### config.mk
export PLATFORM = sky130hd
export DESIGN_NAME = mem_sl
export DESIGN_NICKNAME = d
export VERILOG_FILES = /design/src/rtl/mem_sl_pkg.sv /design/src/rtl/mem_sl_align.sv /design/src/rtl/mem_sl.sv
export SDC_FILE = /design/constraint.sdc
export NUM_CORES = 1
export LEC_CHECK = 0
export CORE_MARGIN = 1
export CORE_UTILIZATION = 45
export DETAILED_ROUTE_END_ITERATION = 16
export GPL_TIMING_DRIVEN = 0
export PLACE_DENSITY = 0.74
export SLEW_MARGIN = 0
export SYNTH_ARGS = -nofsm -noshare
export SYNTH_HDL_FRONTEND = slang
export SYNTH_SLANG_ARGS = --single-unit
### constraint.sdc
create_clock -name clk -period 4.9 [get_ports clk]
set_clock_uncertainty 0.2 [all_clocks]
set_input_delay 0.98 -clock clk [delete_from_list [all_inputs] [get_ports clk]]
set_output_delay 0.98 -clock clk [all_outputs]
set_load 0.02 [all_outputs]
### src/rtl/mem_sl_pkg.sv
// mem_sl_pkg: shared definitions for the load/store memory stage.
//   - bus widths
//   - load/store opcodes (MIPS encoding)
//   - FSM state encoding
//   - byte-lane select constants
//   - opcode classification helpers
package mem_sl_pkg;

  localparam int DATA_BUS     = 32;
  localparam int ADDR_BUS     = 32;
  localparam int REG_ADDR_BUS = 5;
  localparam int INST_OP_BUS  = 6;
  localparam int BYTE_SEL_BUS = 4;

  localparam logic [INST_OP_BUS-1:0] OP_LB  = 6'h20;
  localparam logic [INST_OP_BUS-1:0] OP_LH  = 6'h21;
  localparam logic [INST_OP_BUS-1:0] OP_LWL = 6'h22;
  localparam logic [INST_OP_BUS-1:0] OP_LW  = 6'h23;
  localparam logic [INST_OP_BUS-1:0] OP_LBU = 6'h24;
  localparam logic [INST_OP_BUS-1:0] OP_LHU = 6'h25;
  localparam logic [INST_OP_BUS-1:0] OP_LWR = 6'h26;
  localparam logic [INST_OP_BUS-1:0] OP_SB  = 6'h28;
  localparam logic [INST_OP_BUS-1:0] OP_SH  = 6'h29;
  localparam logic [INST_OP_BUS-1:0] OP_SWL = 6'h2A;
  localparam logic [INST_OP_BUS-1:0] OP_SW  = 6'h2B;
  localparam logic [INST_OP_BUS-1:0] OP_SWR = 6'h2E;

  typedef enum logic {
    MEM_IDLE   = 1'b0,
    MEM_ACCESS = 1'b1
  } mem_state_e;

  localparam logic [BYTE_SEL_BUS-1:0] SEL_NONE = 4'b0000;
  localparam logic [BYTE_SEL_BUS-1:0] SEL_B0   = 4'b0001;
  localparam logic [BYTE_SEL_BUS-1:0] SEL_B1   = 4'b0010;
  localparam logic [BYTE_SEL_BUS-1:0] SEL_B2   = 4'b0100;
  localparam logic [BYTE_SEL_BUS-1:0] SEL_B3   = 4'b1000;
  localparam logic [BYTE_SEL_BUS-1:0] SEL_H0   = 4'b0011;
  localparam logic [BYTE_SEL_BUS-1:0] SEL_H1   = 4'b1100;
  localparam logic [BYTE_SEL_BUS-1:0] SEL_W    = 4'b1111;

  function automatic logic is_store_op(input logic [INST_OP_BUS-1:0] op);
    return (op == OP_SB) || (op == OP_SH) || (op == OP_SWL) ||
           (op == OP_SW) || (op == OP_SWR);
  endfunction

  function automatic logic is_load_op(input logic [INST_OP_BUS-1:0] op);
    return (op == OP_LB) || (op == OP_LH) || (op == OP_LWL) || (op == OP_LW) ||
           (op == OP_LBU) || (op == OP_LHU) || (op == OP_LWR);
  endfunction

  function automatic logic is_mem_op(input logic [INST_OP_BUS-1:0] op);
    return is_load_op(op) || is_store_op(op);
  endfunction

  function automatic logic [BYTE_SEL_BUS-1:0] byte_sel(input logic [1:0] off);
    case (off)
      2'd0:    return SEL_B0;
      2'd1:    return SEL_B1;
      2'd2:    return SEL_B2;
      default: return SEL_B3;
    endcase
  endfunction

endpackage

### src/rtl/mem_sl_align.sv
// mem_align: purely combinational byte-lane steering for loads and stores.
// Ports:
//   op         in   opcode
//   offset     in   address bits [1:0]
//   rt         in   store data / LWL-LWR merge source
//   read_word  in   word returned by the RAM
//   ram_sel    out  byte-lane enables (bit i = byte i, little-endian)
//   write_data out  lane-aligned store data
//   load_data  out  extended or merged load result
//   misalign   out  halfword/word access not naturally aligned
module mem_align
  import mem_sl_pkg::*;
(
  input  logic [INST_OP_BUS-1:0]  op,
  input  logic [1:0]              offset,
  input  logic [DATA_BUS-1:0]     rt,
  input  logic [DATA_BUS-1:0]     read_word,
  output logic [BYTE_SEL_BUS-1:0] ram_sel,
  output logic [DATA_BUS-1:0]     write_data,
  output logic [DATA_BUS-1:0]     load_data,
  output logic                    misalign
);

  logic [7:0]  byte_v;
  logic [15:0] half_v;

  always_comb begin
    ram_sel    = SEL_NONE;
    write_data = '0;
    load_data  = '0;
    misalign   = 1'b0;

    case (offset)
      2'd0:    byte_v = read_word[7:0];
      2'd1:    byte_v = read_word[15:8];
      2'd2:    byte_v = read_word[23:16];
      default: byte_v = read_word[31:24];
    endcase
    half_v = offset[1] ? read_word[31:16] : read_word[15:0];

    case (op)
      OP_LB: begin
        ram_sel   = byte_sel(offset);
        load_data = {{24{byte_v[7]}}, byte_v};
      end
      OP_LBU: begin
        ram_sel   = byte_sel(offset);
        load_data = {24'b0, byte_v};
      end
      OP_LH: begin
        ram_sel   = offset[1] ? SEL_H1 : SEL_H0;
        load_data = {{16{half_v[15]}}, half_v};
        misalign  = offset[0];
      end
      OP_LHU: begin
        ram_sel   = offset[1] ? SEL_H1 : SEL_H0;
        load_data = {16'b0, half_v};
        misalign  = offset[0];
      end
      OP_LW: begin
        ram_sel   = SEL_W;
        load_data = read_word;
        misalign  = (offset != 2'd0);
      end
      // LWL fills the upper bytes of rt from the low end of the word.
      OP_LWL: begin
        ram_sel = SEL_W;
        case (offset)
          2'd0:    load_data = {read_word[7:0],  rt[23:0]};
          2'd1:    load_data = {read_word[15:0], rt[15:0]};
          2'd2:    load_data = {read_word[23:0], rt[7:0]};
          default: load_data = read_word;
        endcase
      end
      // LWR fills the lower bytes of rt from the high end of the word.
      OP_LWR: begin
        ram_sel = SEL_W;
        case (offset)
          2'd0:    load_data = read_word;
          2'd1:    load_data = {rt[31:24], read_word[31:8]};
          2'd2:    load_data = {rt[31:16], read_word[31:16]};
          default: load_data = {rt[31:8],  read_word[31:24]};
        endcase
      end
      OP_SB: begin
        ram_sel    = byte_sel(offset);
        write_data = {4{rt[7:0]}};
      end
      OP_SH: begin
        ram_sel    = offset[1] ? SEL_H1 : SEL_H0;
        write_data = {2{rt[15:0]}};
        misalign   = offset[0];
      end
      OP_SW: begin
        ram_sel    = SEL_W;
        write_data = rt;
        misalign   = (offset != 2'd0);
      end
      OP_SWL: begin
        case (offset)
          2'd0:    begin ram_sel = 4'b0001; write_data = {24'b0, rt[31:24]}; end
          2'd1:    begin ram_sel = 4'b0011; write_data = {16'b0, rt[31:16]}; end
          2'd2:    begin ram_sel = 4'b0111; write_data = {8'b0,  rt[31:8]};  end
          default: begin ram_sel = 4'b1111; write_data = rt;                 end
        endcase
      end
      OP_SWR: begin
        case (offset)
          2'd0:    begin ram_sel = 4'b1111; write_data = rt;                 end
          2'd1:    begin ram_sel = 4'b1110; write_data = {rt[23:0], 8'b0};  end
          2'd2:    begin ram_sel = 4'b1100; write_data = {rt[15:0], 16'b0}; end
          default: begin ram_sel = 4'b1000; write_data = {rt[7:0],  24'b0}; end
        endcase
      end
      default: ;
    endcase
  end

endmodule

### src/rtl/mem_sl.sv
// mem_sl: load/store memory-access stage.
// Ports:
//   clk, rst                 clock; asynchronous active-low reset
//   in_valid, flush          instruction present from EX; pipeline flush
//   mem_op, mem_addr, rt_data, in_wreg_*   decoded instruction from EX
//   ram_*                    data-RAM bus (registered), ram_read_data/ram_ready back
//   stall_req                hold IF/ID/EX while an access is outstanding
//   out_valid, write_reg_*   WB result
//   addr_err_load/store, bad_vaddr   misalignment exception report
//   state_dbg                current FSM state (MEM_IDLE / MEM_ACCESS)
//
// Handshake: EX holds its inputs while stall_req=1; an instruction is
// accepted on a rising edge where the stage is in IDLE with in_valid=1.
// The RAM holds ram_* stable until it answers with ram_ready=1 for one
// cycle, with ram_read_data valid in that same cycle.
module mem_sl
  import mem_sl_pkg::*;
(
  input  logic                    clk,
  input  logic                    rst,
  input  logic                    in_valid,
  input  logic                    flush,
  input  logic [INST_OP_BUS-1:0]  mem_op,
  input  logic [ADDR_BUS-1:0]     mem_addr,
  input  logic [DATA_BUS-1:0]     rt_data,
  input  logic                    in_wreg_en,
  input  logic [REG_ADDR_BUS-1:0] in_wreg_addr,
  input  logic [DATA_BUS-1:0]     in_wreg_data,
  output logic                    ram_en,
  output logic                    ram_write_en,
  output logic [BYTE_SEL_BUS-1:0] ram_sel,
  output logic [ADDR_BUS-1:0]     ram_addr,
  output logic [DATA_BUS-1:0]     ram_write_data,
  input  logic [DATA_BUS-1:0]     ram_read_data,
  input  logic                    ram_ready,
  output logic                    stall_req,
  output logic                    out_valid,
  output logic                    write_reg_en,
  output logic [REG_ADDR_BUS-1:0] write_reg_addr,
  output logic [DATA_BUS-1:0]     write_data,
  output logic                    addr_err_load,
  output logic                    addr_err_store,
  output logic [ADDR_BUS-1:0]     bad_vaddr,
  output logic                    state_dbg
);

  mem_state_e              state;
  logic [INST_OP_BUS-1:0]  op_q;
  logic [1:0]              off_q;
  logic [DATA_BUS-1:0]     rt_q;
  logic [REG_ADDR_BUS-1:0] wa_q;
  logic                    drop_q;   // flush seen during the access

  // The aligner sees the incoming instruction in IDLE (lane select, store
  // data, misalignment) and the captured one in ACCESS (load merge).
  logic [INST_OP_BUS-1:0]  al_op;
  logic [1:0]              al_off;
  logic [DATA_BUS-1:0]     al_rt;
  logic [BYTE_SEL_BUS-1:0] al_sel;
  logic [DATA_BUS-1:0]     al_wdata;
  logic [DATA_BUS-1:0]     al_load;
  logic                    al_misalign;
  logic                    accept_mem;

  assign al_op  = (state == MEM_IDLE) ? mem_op        : op_q;
  assign al_off = (state == MEM_IDLE) ? mem_addr[1:0] : off_q;
  assign al_rt  = (state == MEM_IDLE) ? rt_data       : rt_q;

  mem_align u_align (
    .op         (al_op),
    .offset     (al_off),
    .rt         (al_rt),
    .read_word  (ram_read_data),
    .ram_sel    (al_sel),
    .write_data (al_wdata),
    .load_data  (al_load),
    .misalign   (al_misalign)
  );

  assign accept_mem = (state == MEM_IDLE) && in_valid && !flush &&
                      is_mem_op(mem_op) && !al_misalign;
  assign stall_req  = accept_mem || ((state == MEM_ACCESS) && !ram_ready);
  assign state_dbg  = state;

  always_ff @(posedge clk or negedge rst) begin
    if (!rst) begin
      state          <= MEM_IDLE;
      op_q           <= '0;
      off_q          <= '0;
      rt_q           <= '0;
      wa_q           <= '0;
      drop_q         <= 1'b0;
      ram_en         <= 1'b0;
      ram_write_en   <= 1'b0;
      ram_sel        <= SEL_NONE;
      ram_addr       <= '0;
      ram_write_data <= '0;
      out_valid      <= 1'b0;
      write_reg_en   <= 1'b0;
      write_reg_addr <= '0;
      write_data     <= '0;
      addr_err_load  <= 1'b0;
      addr_err_store <= 1'b0;
      bad_vaddr      <= '0;
    end else begin
      out_valid      <= 1'b0;
      addr_err_load  <= 1'b0;
      addr_err_store <= 1'b0;
      case (state)
        MEM_IDLE: begin
          if (in_valid && !flush) begin
            if (!is_mem_op(mem_op)) begin
              out_valid      <= 1'b1;
              write_reg_en   <= in_wreg_en;
              write_reg_addr <= in_wreg_addr;
              write_data     <= in_wreg_data;
            end else if (al_misalign) begin
              out_valid      <= 1'b1;
              write_reg_en   <= 1'b0;
              write_reg_addr <= in_wreg_addr;
              addr_err_load  <= !is_store_op(mem_op);
              addr_err_store <= is_store_op(mem_op);
              bad_vaddr      <= mem_addr;
            end else begin
              op_q           <= mem_op;
              off_q          <= mem_addr[1:0];
              rt_q           <= rt_data;
              wa_q           <= in_wreg_addr;
              drop_q         <= 1'b0;
              ram_en         <= 1'b1;
              ram_write_en   <= is_store_op(mem_op);
              ram_sel        <= al_sel;
              ram_addr       <= {mem_addr[ADDR_BUS-1:2], 2'b00};
              ram_write_data <= al_wdata;
              state          <= MEM_ACCESS;
            end
          end
        end
        MEM_ACCESS: begin
          if (ram_ready) begin
            ram_en       <= 1'b0;
            ram_write_en <= 1'b0;
            state        <= MEM_IDLE;
            // A flushed access still completes on the bus; only the
            // writeback is suppressed.
            if (!(drop_q || flush)) begin
              out_valid      <= 1'b1;
              write_reg_addr <= wa_q;
              if (is_store_op(op_q)) begin
                write_reg_en <= 1'b0;
              end else begin
                write_reg_en <= 1'b1;
                write_data   <= al_load;
              end
            end
          end else if (flush) begin
            drop_q <= 1'b1;
          end
        end
        default: state <= MEM_IDLE;
      endcase
    end
  end

endmodule

==> flow_summary.yaml, run 1 <==
floorplan:
  rows: 58
  die_w_um: 162
  ios: 290
  coreArea_sq_mm: 0.0252
  die_h_um: 162
  start_util_pct: 46.0
  dieArea_sq_mm: 0.0264
setup_path:
  max_stage_delay_ns: 0.54
  crit_required_ns: 3.72
  critPathKind: "in2out"
  startpoint_type: "input pin"
  path_max_fanout: 10
  cp.arrival_ns: 3.62
  worstSetupEndpointType: "primary output"
  crit_chain: "clkdlybuf4s50_1 > or3b_1 > buf_2 > and2_4 > or4_4 > nand2_4 > buf_8 > buf_6 > o21ai_0 > clkdlybuf4s15_2"
  ff2ff_setup_slack_ns: 0.97
  reg2reg_depth: 11
  crit_slowest_cell: "or4_4"
logic_synthesis:
  async_flop_share_pct: 100
  ys_seq_elements: 188
  synth.area.top_cells: "dfrtp_1 (41%), nand2_1 (11%), mux2i_1 (5.6%), mux2_4 (4.0%), a21oi_1 (3.2%)"
  synth_compound_area_share_pct: 19.9
  synthCells: 1305
  synth-xor-area-share_pct: 0
  synth-edff-count: 0
  ys_seq_area_share_pct: 40.6
  yosysWarnings: 0
  synthMuxAreaShare_pct: 13.9
  syn_area_sq_mm: 0.0116
  synth_top_family_by_area: "simple AND/OR/NAND/NOR gates"
  synth.distinct_cells: 77
  avgSynthCellArea_sq_um: 8.87
  synth-simple-area-share_pct: 20.5
  synth_ff_type: "dfrtp_1"
  synth_largest_area_cell: "dfrtp_1"
  synthAdderAreaFrac_pct: 0
  synth_top_area_share_pct: 40.6
global_routing:
  gr-total-overflow: 0
  track_usage_pct: 37.6
  grt_pass1_vias: 11700
  antenna_found_initial: 0
  grt_pass1_wl_mm: 73.9
  grt_start_max_net_pins: 120
clock_tree:
  cts-root-buf: "clkbuf_16"
  path_clk_slew_ns: 0.09
  clk-insertion-delay-late_ns: 0.46
  clockBufferDepth: 2
  htree_levels: 4
  cts.sink_count: 188
  cts_tree: "done"
  cts_buffers: 17
  holdBufCountCts: 0
power:
  ir_drop_mv: 0.225
  p_leak_uw: 0.00678
  p_per_area_mw_per_mm2: 341
sta:
  min_period_over_period_pct: 98.0
  maxSlewViolCount: 0
  setup_violations: 0
  tightest_slew_ns: 1.06
  rsz0062_at_grt: "no"
  min_period_ns: 4.80
  slew_headroom_pct: 27.2
  hold_viol_final: 0
  max_freq_mhz: 208
route:
  drcViolationCount: 0
  via_per_inst: 6.22
  drtAntennaViolNets: 0
  met2WireLength_mm: 21.2
  wl_met3_mm: 5.55
  drt_iter0_markers: 1422
  highest_layer: "met4"
  wl_met1_mm: 20.4
  vias: 12200
  wirelength_mm: 49.3
  drt_pass1_iterations: 8
  wl_per_cell_um: 25.2
layout:
  post-route-util_pct: 61.8
  layout.nets: 1757
  antenna_cells: 0
  drive_gt1_share_pct: 12.0
  fin_cells: 1955
  fillers: 2186
  syn_to_final_growth_pct: 34.4
place:
  portBuffers: 285
  dp_cells: 1922
  gp_congestion: 1.02
  dp_hpwl_mm: 37.4
hold_path:
  min_path_type: "in2async"
outcome:
  status: "finished clean"
run:
  cap_violations: 0
## layout make-up
cell class	instances	area (sq um)	area share [%]
Timing Repair Buffer	287	2890	18.6
Multi-Input combinational cell	1002	6300	40.5
Buffer	96	531	3.41
Inverter	20	75.1	0.482
Sequential cell	188	4700	30.2
Clock buffer	17	425	2.73
Tap cell	330	413	2.65
Clock inverter	15	220	1.42
## cells in the final DEF, fill, tap and decap left out, types with 18 or more instances in the layout
cell,instances
nand2_1,344
mux2i_1,64
a221oi_1,25
nor2_1,74
buf_2,42
o21ai_0,31
nor2b_1,18
a211oi_1,32
a21oi_1,73
clkdlybuf4s50_1,283
o22ai_1,29
o21ai_1,18
nand3_1,30
clkbuf_1,30
inv_1,19
mux2_4,31
mux2_2,29
dfrtp_1,188
## flip-flops by register name, summed over array words and instances, names as in the netlist
signal,count
wa_q,5
rt_q,32
ram_write_data,32
out_valid,1
write_data,32
write_reg_en,1
addr_err_store,1
op_q,6
ram_addr,30
write_reg_addr,5
ram_write_en,1
state_dbg,1
drop_q,1
bad_vaddr,32
ram_sel,4
addr_err_load,1
off_q,2
ram_en,1
## cells in the mapped netlist (30+ instances only)
cell type	instances
mux2i_1	65
clkbuf_1	30
nor2_1	74
nand2_1	345
a211oi_1	32
mux2_4	31
buf_2	44
a21oi_1	73
dfrtp_1	188
o21ai_0	31
nand3_1	30
## metrics by stage
| stage | TNS, ns | worst slack (ns) | power, uW | hold slack [ns] | instance area (sq um) |
|---|---|---|---|---|---|
| after global routing | 0 | 0.0382 | 5520 | 0.300 | 15600 |
| after global placement | -979.07 | -5.24 | 3740 | 0.252 | 14800 |
| final | 0 | 0.0999 | 5300 | 0.252 | 15600 |
| after floorplan | 0 | 0.830 | 2890 | 0.240 | 11600 |
| after detailed placement | -0.684 | -0.684 | 3760 | 0.256 | 14900 |
| after CTS | 0 | 0.00603 | 5290 | 0.278 | 15500 |
## path summary, 6_finish.rpt
check | startpoint | to
setup / recovery | mem_op[5] | stall_req
hold / removal | rst | write_data[12]
setup reg to reg | state_dbg | write_data[11]
hold reg to reg | rt_q[12] | rt_q[12]
max in group asynchronous | rst | ram_write_data[7]
min in group clk | rt_q[12] | rt_q[12]
## layer usage
| metal | GRT usage [%] | vias to the layer above |
|---|---|---|
| li1 | - | 5306 |
| met1 | 52.5 | 5896 |
| met2 | 56.4 | 824 |
| met3 | 8.68 | 126 |
| met4 | 14.6 | 0 |
| met5 | 0 | - |
## what timing repair did
action,in CTS,in global routing
pin swaps,0,1
resized for setup,10,2
endpoints found under the setup margin,1,1
buffers inserted,0,1
gates cloned,0,0
hold endpoints to repair,0,0
## cell families (layout without fill, tap and decap cells)
| family | after synthesis | count (layout) |
|---|---|---|
| multiplexers | 133 | 133 |
| AO/OA/AOI/OAI | 328 | 328 |
| AND/OR/NAND/NOR | 539 | 539 |
| buffers and inverters | 116 | 435 |
| other | 1 | 2 |
| flip-flops | 188 | 188 |
## power breakdown
group	switching, uW	total (uW)	internal, uW
clock	804	1530	724
sequential	187	2020	1830
combinational	992	1760	764
## worst max-delay path: cells and delay by family
family | cells | cell delay (ns)
AO/OA/AOI/OAI | 1 | 0.11
AND/OR/NAND/NOR | 4 | 1.22
buffers and inverters | 5 | 1.31
(Power assumes the default switching activity.)
==> run 2, diff against run 1 <==
--- a/config.mk
+++ b/config.mk
@@ -10,6 +10,7 @@
 export DETAILED_ROUTE_END_ITERATION = 16
 export GPL_TIMING_DRIVEN = 0
 export PLACE_DENSITY = 0.74
+export SETUP_SLACK_MARGIN = 0.15
 export SLEW_MARGIN = 0
 export SYNTH_ARGS = -nofsm -noshare
 export SYNTH_HDL_FRONTEND = slang
==> run 2 against run 1 <==
  * Sequential power is essentially flat
  * Flip-flop and latch count stayed put
  * Total power hardly changed
  * Die area is the same
  * Routed wire length about the same
  * Core utilization about the same
  * Fmax rose by 2.8%
  * Clock power about the same
  * Global-route usage is 0.074 points higher
  * Critical path type unchanged
  * Critical endpoint unchanged
  * Largest power group unchanged
==> flow_summary.yaml, run 2 (same netlist as run 1, synthesis figures left out) <==
route:
  met2WireLength_mm: 21.2
  wl_met3_mm: 5.51
  drt_pass1_iterations: 7
  highest_layer: "met4"
  via_per_inst: 6.18
  wirelength_mm: 49.2
  drtAntennaViolNets: 0
  drt_iter0_markers: 1417
  vias: 12100
  drcViolationCount: 0
  wl_met1_mm: 20.5
  wl_per_cell_um: 25.2
sta:
  tns_ns: 0
  max_freq_mhz: 214
  tightest_slew_ns: 1.06
  maxSlewViolCount: 0
  hold_viol_final: 0
  rsz0062_at_grt: "no"
  min_period_over_period_pct: 95.3
  finalWorstSetupSlack_ns: 0.229
  setup_violations: 0
  slew_headroom_pct: 27.6
  min_period_ns: 4.67
power:
  p_leak_uw: 0.00678
  p_per_area_mw_per_mm2: 341
  comb_power_share_pct: 33.1
  intPower_uw: 3320
  seq_power_share_pct: 38.0
  clkPwrFrac_pct: 28.9
  ir_drop_mv: 0.224
  power_switching_uw: 1990
  p_sw_share_pct: 37.5
  total_power_uw: 5300
layout:
  antenna_cells: 0
  final_area_sq_mm: 0.0156
  final_common_cell: "nand2_1"
  layout.nets: 1757
  post-route-util_pct: 61.8
  layout_common_cells: "nand2_1 (344), clkdlybuf4s50_1 (283), dfrtp_1 (188)"
  syn_to_final_growth_pct: 34.4
  drive_gt1_share_pct: 12.0
floorplan:
  start_util_pct: 46.0
  ios: 290
  dieArea_sq_mm: 0.0264
  die_h_um: 162
  coreArea_sq_mm: 0.0252
  rows: 58
  die_w_um: 162
clock_tree:
  cts_tree: "done"
  cts_buffers: 17
  holdBufCountCts: 0
  cts.sink_count: 188
  path_clk_slew_ns: 0.09
  htree_levels: 4
  clockBufferDepth: 2
  clk-insertion-delay-late_ns: 0.46
  cts-root-buf: "clkbuf_16"
hold_path:
  min_path_type: "in2async"
global_routing:
  grt_start_max_net_pins: 120
  antenna_found_initial: 0
  track_usage_pct: 37.7
  gr-total-overflow: 0
  grt_pass1_wl_mm: 73.9
  grt_pass1_vias: 11700
place:
  dpl_cell_area_sq_mm: 0.0149
  gp_congestion: 1.02
  pre_cts_ws_ns: -0.684
  portBuffers: 285
  dp_hpwl_mm: 37.4
setup_path:
  critPathKind: "in2out"
  cp.arrival_ns: 3.49
  crit_required_ns: 3.72
  worstSetupEndpointType: "primary output"
  ff2ff_setup_slack_ns: 0.97
  path_max_fanout: 10
  startpoint_type: "input pin"
run:
  cap_violations: 0
outcome:
  status: "finished clean"
-- run 2: cell count changes in the layout (fill, tap and decap cells not counted), sizes merged --
cell,change
buf,+1
clkdlybuf4s15,-1
-- run 2: per-stage QoR --
step	hold slack, ns	cells
after floorplan	0.240	1306
after global placement	0.252	1921
after detailed placement	0.256	1922
after CTS	0.278	1955
after global routing	0.300	1955
final	0.254	1955
-- run 2: final cells by class --
cell class	count	area, sq um
Multi-Input combinational cell	1002	6300
Clock buffer	17	425
Tap cell	330	413
Timing Repair Buffer	287	2890
Inverter	20	75.1
Clock inverter	15	220
Buffer	96	531
Sequential cell	188	4700
Fill cell	2189	9630
-- run 2: what timing repair did --
action | 4_1_cts | 5_1_grt
setup buffers | 1 | 0
resized for setup | 13 | 0
endpoints found under the setup margin | 1 | 0
-- run 2: path summary, 6_finish.rpt --
path / cells past startpoint / endpoint / start
max: 10 / stall_req / mem_op[5]
min: 1 / write_data[12] / rst
max reg2reg: 11 / write_data[11] / state_dbg
min reg2reg: 2 / rt_q[12] / rt_q[12]
max in group asynchronous: 2 / ram_write_data[18] / rst
min in group clk: 2 / rt_q[12] / rt_q[12]
-- run 2: power groups by stage --
stage | Clock [uW] | Combinational (uW) | Sequential [uW]
after floorplan | 0 | 653 | 2240
after global placement | 0 | 1700 | 2030
after detailed placement | 0 | 1730 | 2040
after CTS | 1540 | 1740 | 2010
after global routing | 1600 | 1860 | 2050
final | 1530 | 1760 | 2020
-- run 2: per-layer routing --
| metal | track usage (%) | vias to the layer above |
|---|---|---|
| li1 | - | 5305 |
| met1 | 52.6 | 5872 |
| met2 | 56.2 | 772 |
| met3 | 8.73 | 142 |
| met4 | 15.4 | 0 |
| met5 | 0 | - |
-- run 2: worst max-delay path: stages --
cell and delay (ns):
clkdlybuf4s50_1 0.49, or3b_1 0.37, buf_2 0.17, and2_4 0.19, or4_4 0.52, nand2_4 0.11
buf_8 0.17, buf_6 0.19, o21ai_0 0.10, buf_2 0.19
==> run 3, diff against run 2 <==
--- a/config.mk
+++ b/config.mk
@@ -10,7 +10,7 @@
 export DETAILED_ROUTE_END_ITERATION = 16
 export GPL_TIMING_DRIVEN = 0
 export PLACE_DENSITY = 0.74
-export SETUP_SLACK_MARGIN = 0.15
+export SETUP_SLACK_MARGIN = 0.02
 export SLEW_MARGIN = 0
 export SYNTH_ARGS = -nofsm -noshare
 export SYNTH_HDL_FRONTEND = slang
==> results of run 3 <==
The final DEF is identical to that of run 1; final timing and power are the same.
Main changes from that run: number of gates resized after CTS 10 -> 11
